### src/rtl/fp16_pkg.sv
// Shared FP16 (1/5/10) field widths, special-value constants and the divider state encoding.
package fp16_pkg;

    localparam int unsigned EXP_W = 5;
    localparam int unsigned MAN_W = 10;
    localparam int unsigned BIAS  = 15;

    typedef logic [EXP_W-1:0] exp_t;
    typedef logic [MAN_W-1:0] man_t;

    localparam exp_t EXP_MAX  = 5'd31;
    localparam man_t QNAN_MAN = 10'h200;

    typedef enum logic [1:0] {IDLE, DIV, NORM, DONE} state_t;

endpackage

### src/rtl/fp16_divider_if.sv
// Operand/result handshake bundle for the FP16 divider; master drives operands, slave is the divider.
interface fp16_divider_if;
    import fp16_pkg::*;

    logic in_valid;
    logic in_ready;
    logic in_a_sign;
    exp_t in_a_exponent;
    man_t in_a_mantissa;
    logic in_b_sign;
    exp_t in_b_exponent;
    man_t in_b_mantissa;

    logic out_valid;
    logic out_ready;
    logic out_sign;
    exp_t out_exponent;
    man_t out_mantissa;
    logic out_dbz;

    modport master (
        output in_valid, in_a_sign, in_a_exponent, in_a_mantissa,
        output in_b_sign, in_b_exponent, in_b_mantissa, out_ready,
        input  in_ready, out_valid, out_sign, out_exponent, out_mantissa, out_dbz
    );

    modport slave (
        input  in_valid, in_a_sign, in_a_exponent, in_a_mantissa,
        input  in_b_sign, in_b_exponent, in_b_mantissa, out_ready,
        output in_ready, out_valid, out_sign, out_exponent, out_mantissa, out_dbz
    );

endinterface

### src/rtl/fp16_div_special.sv
// Combinational operand classifier: flags pairs that bypass the iterative path and forms their result.
module fp16_div_special
    import fp16_pkg::*;
(
    input  logic a_sign_i,
    input  exp_t a_exp_i,
    input  man_t a_man_i,
    input  logic b_sign_i,
    input  exp_t b_exp_i,
    input  man_t b_man_i,
    output logic is_special_o,
    output logic sign_o,
    output exp_t exp_o,
    output man_t man_o,
    output logic dbz_o
);

    logic a_zero, a_inf, a_nan;
    logic b_zero, b_inf, b_nan;

    always_comb begin
        // Zero exponent means zero regardless of mantissa (denormals treated as zero).
        a_zero = (a_exp_i == '0);
        a_inf  = (a_exp_i == EXP_MAX) && (a_man_i == '0);
        a_nan  = (a_exp_i == EXP_MAX) && (a_man_i != '0);
        b_zero = (b_exp_i == '0);
        b_inf  = (b_exp_i == EXP_MAX) && (b_man_i == '0);
        b_nan  = (b_exp_i == EXP_MAX) && (b_man_i != '0);

        is_special_o = 1'b1;
        sign_o       = a_sign_i ^ b_sign_i;
        exp_o        = EXP_MAX;
        man_o        = '0;
        dbz_o        = 1'b0;

        if (a_nan || b_nan || (a_zero && b_zero) || (a_inf && b_inf)) begin
            sign_o = 1'b0;
            man_o  = QNAN_MAN;
        end else if (b_zero) begin
            dbz_o = 1'b1;
        end else if (!a_inf) begin
            // Remaining specials are finite/inf and 0/x, both signed zero.
            exp_o        = '0;
            is_special_o = b_inf || a_zero;
        end
    end

endmodule

### src/rtl/fp16_divider.sv
// Iterative FP16 divider: restoring radix-2 mantissa division, one quotient bit per cycle.
module fp16_divider #(
    parameter int unsigned EXP_W = 5,
    parameter int unsigned MAN_W = 10,
    parameter int unsigned BIAS  = 15
) (
    input  logic           clock,
    input  logic           reset,
    fp16_divider_if.slave  io
);
    import fp16_pkg::*;

    if (EXP_W != 5 || MAN_W != 10) begin : g_bad_width
        $error("fp16_divider supports only EXP_W=5 and MAN_W=10");
    end

    state_t      state_q, state_d;
    logic [3:0]  cnt_q, cnt_d;
    logic [11:0] rem_q, rem_d, rem_sub;
    logic [10:0] mb_q, mb_d;
    logic [11:0] quo_q, quo_d;
    logic [6:0]  exp_q, exp_d, e_norm;
    logic        sign_q, sign_d;
    logic        dbz_q, dbz_d;
    exp_t        oexp_q, oexp_d;
    man_t        oman_q, oman_d, man_norm;

    logic sp_is_special, sp_sign, sp_dbz;
    exp_t sp_exp;
    man_t sp_man;

    fp16_div_special u_special (
        .a_sign_i     (io.in_a_sign),
        .a_exp_i      (io.in_a_exponent),
        .a_man_i      (io.in_a_mantissa),
        .b_sign_i     (io.in_b_sign),
        .b_exp_i      (io.in_b_exponent),
        .b_man_i      (io.in_b_mantissa),
        .is_special_o (sp_is_special),
        .sign_o       (sp_sign),
        .exp_o        (sp_exp),
        .man_o        (sp_man),
        .dbz_o        (sp_dbz)
    );

    always_comb begin
        state_d  = state_q;
        cnt_d    = cnt_q;
        rem_d    = rem_q;
        mb_d     = mb_q;
        quo_d    = quo_q;
        exp_d    = exp_q;
        sign_d   = sign_q;
        dbz_d    = dbz_q;
        oexp_d   = oexp_q;
        oman_d   = oman_q;
        rem_sub  = rem_q - {1'b0, mb_q};
        // exp_q holds ea-eb+BIAS-1; a leading quotient one adds the missing unit back.
        e_norm   = exp_q + {6'd0, quo_q[11]};
        man_norm = quo_q[11] ? quo_q[10:1] : quo_q[9:0];

        unique case (state_q)
            IDLE: begin
                if (io.in_valid) begin
                    if (sp_is_special) begin
                        state_d = DONE;
                        sign_d  = sp_sign;
                        oexp_d  = sp_exp;
                        oman_d  = sp_man;
                        dbz_d   = sp_dbz;
                    end else begin
                        state_d = DIV;
                        cnt_d   = '0;
                        rem_d   = {2'b01, io.in_a_mantissa};
                        mb_d    = {1'b1, io.in_b_mantissa};
                        quo_d   = '0;
                        exp_d   = {2'b00, io.in_a_exponent} - {2'b00, io.in_b_exponent}
                                  + 7'(BIAS - 1);
                        sign_d  = io.in_a_sign ^ io.in_b_sign;
                        dbz_d   = 1'b0;
                    end
                end
            end
            DIV: begin
                if (rem_q >= {1'b0, mb_q}) begin
                    rem_d = rem_sub << 1;
                    quo_d = {quo_q[10:0], 1'b1};
                end else begin
                    rem_d = rem_q << 1;
                    quo_d = {quo_q[10:0], 1'b0};
                end
                cnt_d = cnt_q + 4'd1;
                if (cnt_q == 4'd11) begin
                    state_d = NORM;
                end
            end
            NORM: begin
                state_d = DONE;
                if ($signed(e_norm) >= 7'sd31) begin
                    oexp_d = EXP_MAX;
                    oman_d = '0;
                end else if ($signed(e_norm) <= 7'sd0) begin
                    oexp_d = '0;
                    oman_d = '0;
                end else begin
                    oexp_d = e_norm[4:0];
                    oman_d = man_norm;
                end
            end
            DONE: begin
                if (io.out_ready) begin
                    state_d = IDLE;
                end
            end
            default: state_d = IDLE;
        endcase
    end

    always_ff @(posedge clock or posedge reset) begin
        if (reset) begin
            state_q <= IDLE;
            cnt_q   <= '0;
            rem_q   <= '0;
            mb_q    <= '0;
            quo_q   <= '0;
            exp_q   <= '0;
            sign_q  <= 1'b0;
            dbz_q   <= 1'b0;
            oexp_q  <= '0;
            oman_q  <= '0;
        end else begin
            state_q <= state_d;
            cnt_q   <= cnt_d;
            rem_q   <= rem_d;
            mb_q    <= mb_d;
            quo_q   <= quo_d;
            exp_q   <= exp_d;
            sign_q  <= sign_d;
            dbz_q   <= dbz_d;
            oexp_q  <= oexp_d;
            oman_q  <= oman_d;
        end
    end

    assign io.in_ready     = (state_q == IDLE);
    assign io.out_valid    = (state_q == DONE);
    assign io.out_sign     = sign_q;
    assign io.out_exponent = oexp_q;
    assign io.out_mantissa = oman_q;
    assign io.out_dbz      = dbz_q;

endmodule

### src/flat_wrapper.sv
// flat-port wrapper written by rule: the top's interface ports become plain ports
module fp16_divider_flat import fp16_pkg::*;
#(
    parameter int unsigned EXP_W = 5,
    parameter int unsigned MAN_W = 10,
    parameter int unsigned BIAS  = 15
)
  (clock, reset, io_in_valid, io_in_a_sign, io_in_a_exponent, io_in_a_mantissa, io_in_b_sign, io_in_b_exponent, io_in_b_mantissa, io_out_ready, io_in_ready, io_out_valid, io_out_sign, io_out_exponent, io_out_mantissa, io_out_dbz);
  fp16_divider_if io_i ();
  input  logic clock;
  input  logic reset;
  input wire logic [$bits(io_i.in_valid)-1:0] io_in_valid;
  input wire logic [$bits(io_i.in_a_sign)-1:0] io_in_a_sign;
  input wire logic [$bits(io_i.in_a_exponent)-1:0] io_in_a_exponent;
  input wire logic [$bits(io_i.in_a_mantissa)-1:0] io_in_a_mantissa;
  input wire logic [$bits(io_i.in_b_sign)-1:0] io_in_b_sign;
  input wire logic [$bits(io_i.in_b_exponent)-1:0] io_in_b_exponent;
  input wire logic [$bits(io_i.in_b_mantissa)-1:0] io_in_b_mantissa;
  input wire logic [$bits(io_i.out_ready)-1:0] io_out_ready;
  output wire logic [$bits(io_i.in_ready)-1:0] io_in_ready;
  output wire logic [$bits(io_i.out_valid)-1:0] io_out_valid;
  output wire logic [$bits(io_i.out_sign)-1:0] io_out_sign;
  output wire logic [$bits(io_i.out_exponent)-1:0] io_out_exponent;
  output wire logic [$bits(io_i.out_mantissa)-1:0] io_out_mantissa;
  output wire logic [$bits(io_i.out_dbz)-1:0] io_out_dbz;
  assign io_i.in_valid = io_in_valid;
  assign io_i.in_a_sign = io_in_a_sign;
  assign io_i.in_a_exponent = io_in_a_exponent;
  assign io_i.in_a_mantissa = io_in_a_mantissa;
  assign io_i.in_b_sign = io_in_b_sign;
  assign io_i.in_b_exponent = io_in_b_exponent;
  assign io_i.in_b_mantissa = io_in_b_mantissa;
  assign io_i.out_ready = io_out_ready;
  assign io_in_ready = io_i.in_ready;
  assign io_out_valid = io_i.out_valid;
  assign io_out_sign = io_i.out_sign;
  assign io_out_exponent = io_i.out_exponent;
  assign io_out_mantissa = io_i.out_mantissa;
  assign io_out_dbz = io_i.out_dbz;
  fp16_divider #(.EXP_W(EXP_W), .MAN_W(MAN_W), .BIAS(BIAS)) u_core (.clock(clock), .reset(reset), .io(io_i));
endmodule
### config.mk
export PLATFORM = sky130hd
export DESIGN_NAME = fp16_divider_flat
export DESIGN_NICKNAME = d
export VERILOG_FILES = /design/src/rtl/fp16_pkg.sv /design/src/rtl/fp16_divider_if.sv /design/src/rtl/fp16_div_special.sv /design/src/rtl/fp16_divider.sv /design/src/flat_wrapper.sv
export SDC_FILE = /design/constraint.sdc
export NUM_CORES = 1
export LEC_CHECK = 0
export CORE_UTILIZATION = 55
export DETAILED_ROUTE_END_ITERATION = 10
export PLACE_DENSITY = 0.9
export SETUP_SLACK_MARGIN = 0.15
export SLEW_MARGIN = 30
export SYNTH_ARGS = -nofsm -noshare
export SYNTH_HDL_FRONTEND = slang
export SYNTH_SLANG_ARGS = --single-unit
### constraint.sdc
create_clock -name clock -period 3.05 [get_ports clock]
set_input_delay 0.305 -clock clock [delete_from_list [all_inputs] [get_ports clock]]
set_output_delay 0.305 -clock clock [all_outputs]
set_load 0.03 [all_outputs]
==> impl_metrics.ini <==
[outcome]
status = complete, no violations

[timing]
maxSlewViolCount = 0
fin_skew_ns = 0.00883
finalSetupViolations = 0
post-route-period-util = 0.903
relSlewSlack = 0.557
rsz0062_at_grt = no
fin_crit_ns = 2.76
setup-tns-final_ns = 0
finalHoldViolations = 0
worst_slew_pin_slew_ns = 0.663
timing.fmax_mhz = 363

[grt]
grt-ovfl-total = 0
grt_pass1_vias = 3613
grtUsageTotal = 0.284
grt_pass1_wl_um = 16600
grt_max_degree = 34
antenna_found_initial = 0

[routing]
via_per_inst = 6.04
num_vias = 3717
dr.first_iter.drc_count = 261
drc = 0
wire_per_inst_um = 16.1
routed_wl_um = 9900
ant_nets = 0
drtPass1Iterations = 5

[floorplan]
initial_core_util = 0.580
chipWidth_um = 87.6
dieHeight_um = 87.6
core_um2 = 6940
ioPinCount = 55
dieArea_um2 = 7670
rows = 30

[logic_synthesis]
syn_area_per_cell_um2 = 8.89
synth_edf_count = 0
yosys.cell_types.count = 55
synthesis.area_um2 = 4030
async_reset_ff_frac = 1.00
ys_seq_area_frac = 0.404
synth_seq_cells = 65
yosys_warnings = 0
yosys_most_used_dff = dfrtp_1
syn-num-nets = 515
synth_cells = 453

[power]
power_mw = 5.20
p_leak_nw = 2.19
powerDensity_nw_per_um2 = 1060
peakVddDrop_mv = 0.862

[worst_setup_path]
critPathCapture = u_core.rem_q[4]
r2r_slack_ns = 0.29
crit_start = u_core.rem_q[0]
start_kind = flip-flop
crit_type = reg -> reg
r2r-end = u_core.rem_q[4]
crit_fanout = 12
end_kind = flip-flop
arrival_ns = 3.00
regToRegStartpoint = u_core.rem_q[0]
ff2ff_path_depth = 10
crit_required_ns = 3.29

[place]
numPortBuffers = 54
dpl.hpwl_um = 7530
gp_congestion = 0.947

[cts]
htreeDepth = 3
clk_pin_slew_ns = 0.08
ctsLongestPathBuffers = 2
clock_sinks = 65
cts_buffers = 9
cts_tree = built
insertion_delay_ns = 0.35
clockRootBuffer = clkbuf_8
hold_buffers = 0

[final_layout]
layout.nets = 576
fill_cells = 522
diodes = 0
drive_gt1_frac = 0.0867
area.growth.synth_to_final_pct = 22.0

[flow_run]
cap_violations = 0

[hold_path]
hold_class = in -> async
final cells by class:
| type | instances | area, µm² | area share |
|---|---|---|---|
| Clock inverter | 7 | 77.6 | 0.0158 |
| Clock buffer | 9 | 124 | 0.0252 |
| Tap cell | 96 | 120 | 0.0244 |
| Timing Repair Buffer | 67 | 638 | 0.130 |
| Multi-Input combinational cell | 341 | 2220 | 0.451 |
| Sequential cell | 65 | 1630 | 0.331 |
| Inverter | 30 | 113 | 0.0229 |
cells by family (layout without fill, tap and decap cells):
group	Yosys count	count (layout)	share of synthesized area
xor gates and xnor gates	15	15	0.0326
and+or+nand+nor	169	169	0.196
adders and majority gates	26	26	0.0845
AOI/OAI and AO/OA	117	117	0.202
buffers and inverters	47	113	0.0463
DFF	65	65	0.404
muxes	14	14	0.0348
worst min-delay path by stage:
stage                                   start                         to  slack (ns)  cells past startpoint
CTS                                     reset            u_core.quo_q[7]        0.38                      2
finish                                  reset  u_core.io.out_exponent[2]        0.37                      2
global route                            reset  u_core.io.out_mantissa[7]        0.45                      2
floorplan                 io_in_b_mantissa[0]             u_core.mb_q[0]        0.41                      2
global placement    u_core.io.out_exponent[2]  u_core.io.out_exponent[2]        0.45                      2
detailed placement  u_core.io.out_exponent[2]  u_core.io.out_exponent[2]        0.46                      2
report_power, final:
part	internal, mW	leakage (nW)	switching (mW)
sequential	1.14	0.830	0.224
clock	0.384	0.100	0.363
combinational	1.29	1.26	1.80
total	2.81	2.19	2.39
timing repair:
action | CTS | global route
buffers inserted | 0 | 4
setup endpoints to repair | 0 | 3
resized for setup | 0 | 1
worst max-delay path, stage by stage (launching register included):
cell and delay, ns:
dfrtp_1 0.39, inv_1 0.08, ha_1 0.17, inv_1 0.06, fa_2 0.38, a211oi_4 0.30, nor3_2 0.09, o311a_4 0.40
or2_4 0.30, nor3b_1 0.17, o41ai_2 0.32
cells in the final DEF (no fill, tap or decap), types with 3 or more instances in the layout:
| cell | instances |
|---|---|
| nand2_1 | 75 |
| dfrtp_1 | 65 |
| clkdlybuf4s50_1 | 54 |
| o21ai_0 | 30 |
| inv_1 | 29 |
| nand3_1 | 28 |
| nor2_1 | 24 |
| ha_1 | 24 |
| a21oi_1 | 17 |
| mux2i_1 | 14 |
| o21ai_1 | 13 |
| buf_4 | 13 |
| clkbuf_8 | 9 |
| and3_1 | 8 |
| xor2_1 | 8 |
| o211ai_1 | 8 |
| nor3_1 | 7 |
| xnor2_1 | 7 |
| a21o_1 | 5 |
| or3_1 | 5 |
| o41ai_2 | 4 |
| o31ai_1 | 4 |
| a31oi_1 | 4 |
| o22a_1 | 4 |
| nor2b_1 | 3 |
| o21a_1 | 3 |
| nor3_2 | 3 |
| nand2b_1 | 3 |
| o22ai_1 | 3 |
| nor4_1 | 3 |
cells in the mapped netlist, types with 5 or more instances:
cell type | instances | area (µm²)
and3_1 | 8 | 50.1
clkbuf_1 | 14 | 52.6
mux2i_1 | 14 | 140
nand3_1 | 28 | 140
or3_1 | 5 | 31.3
o211ai_1 | 8 | 60.1
a21o_1 | 5 | 37.5
a21oi_1 | 17 | 85.1
xor2_1 | 8 | 70.1
o21ai_0 | 30 | 150
inv_1 | 30 | 113
dfrtp_1 | 65 | 1630
nor3_1 | 7 | 35.0
ha_1 | 24 | 300
o21ai_1 | 13 | 65.1
xnor2_1 | 7 | 61.3
nand2_1 | 75 | 282
nor2_1 | 24 | 90.1
state kept, by name, summed over array words and instances (netlist names):
register	cells
u_core.quo_q	12
u_core.cnt_q	4
u_core.rem_q	12
u_core.exp_q	7
u_core.mb_q	11
u_core.state_q	2
u_core.io.out_mantissa	10
u_core.io.out_exponent	5
u_core.io.out_dbz	1
u_core.io.out_sign	1
routing by layer:
| layer | track usage | vias up | wire (µm) |
|---|---|---|---|
| li1 | - | 1735 | - |
| met1 | 0.348 | 1762 | 3920 |
| met2 | 0.472 | 182 | 4900 |
| met3 | 0.0660 | 38 | 669 |
| met4 | 0.146 | 0 | 411 |
| met5 | 0 | - | 0 |
metrics by stage:
step / setup slack, ns / util / hold WS (ns) / std cells / cell area, µm²
final: 0.294 / 0.708 / 0.365 / 615 / 4920
after floorplan: 0.503 / - / 0.410 / 453 / 4030
after global placement: 0.341 / 0.674 / 0.451 / 595 / 4680
after detailed placement: 0.207 / 0.674 / 0.464 / 595 / 4680
after global routing: 0.157 / 0.708 / 0.448 / 615 / 4920
after CTS: 0.185 / 0.703 / 0.381 / 611 / 4880
Note: power is estimated with default switching activity, not from simulation.
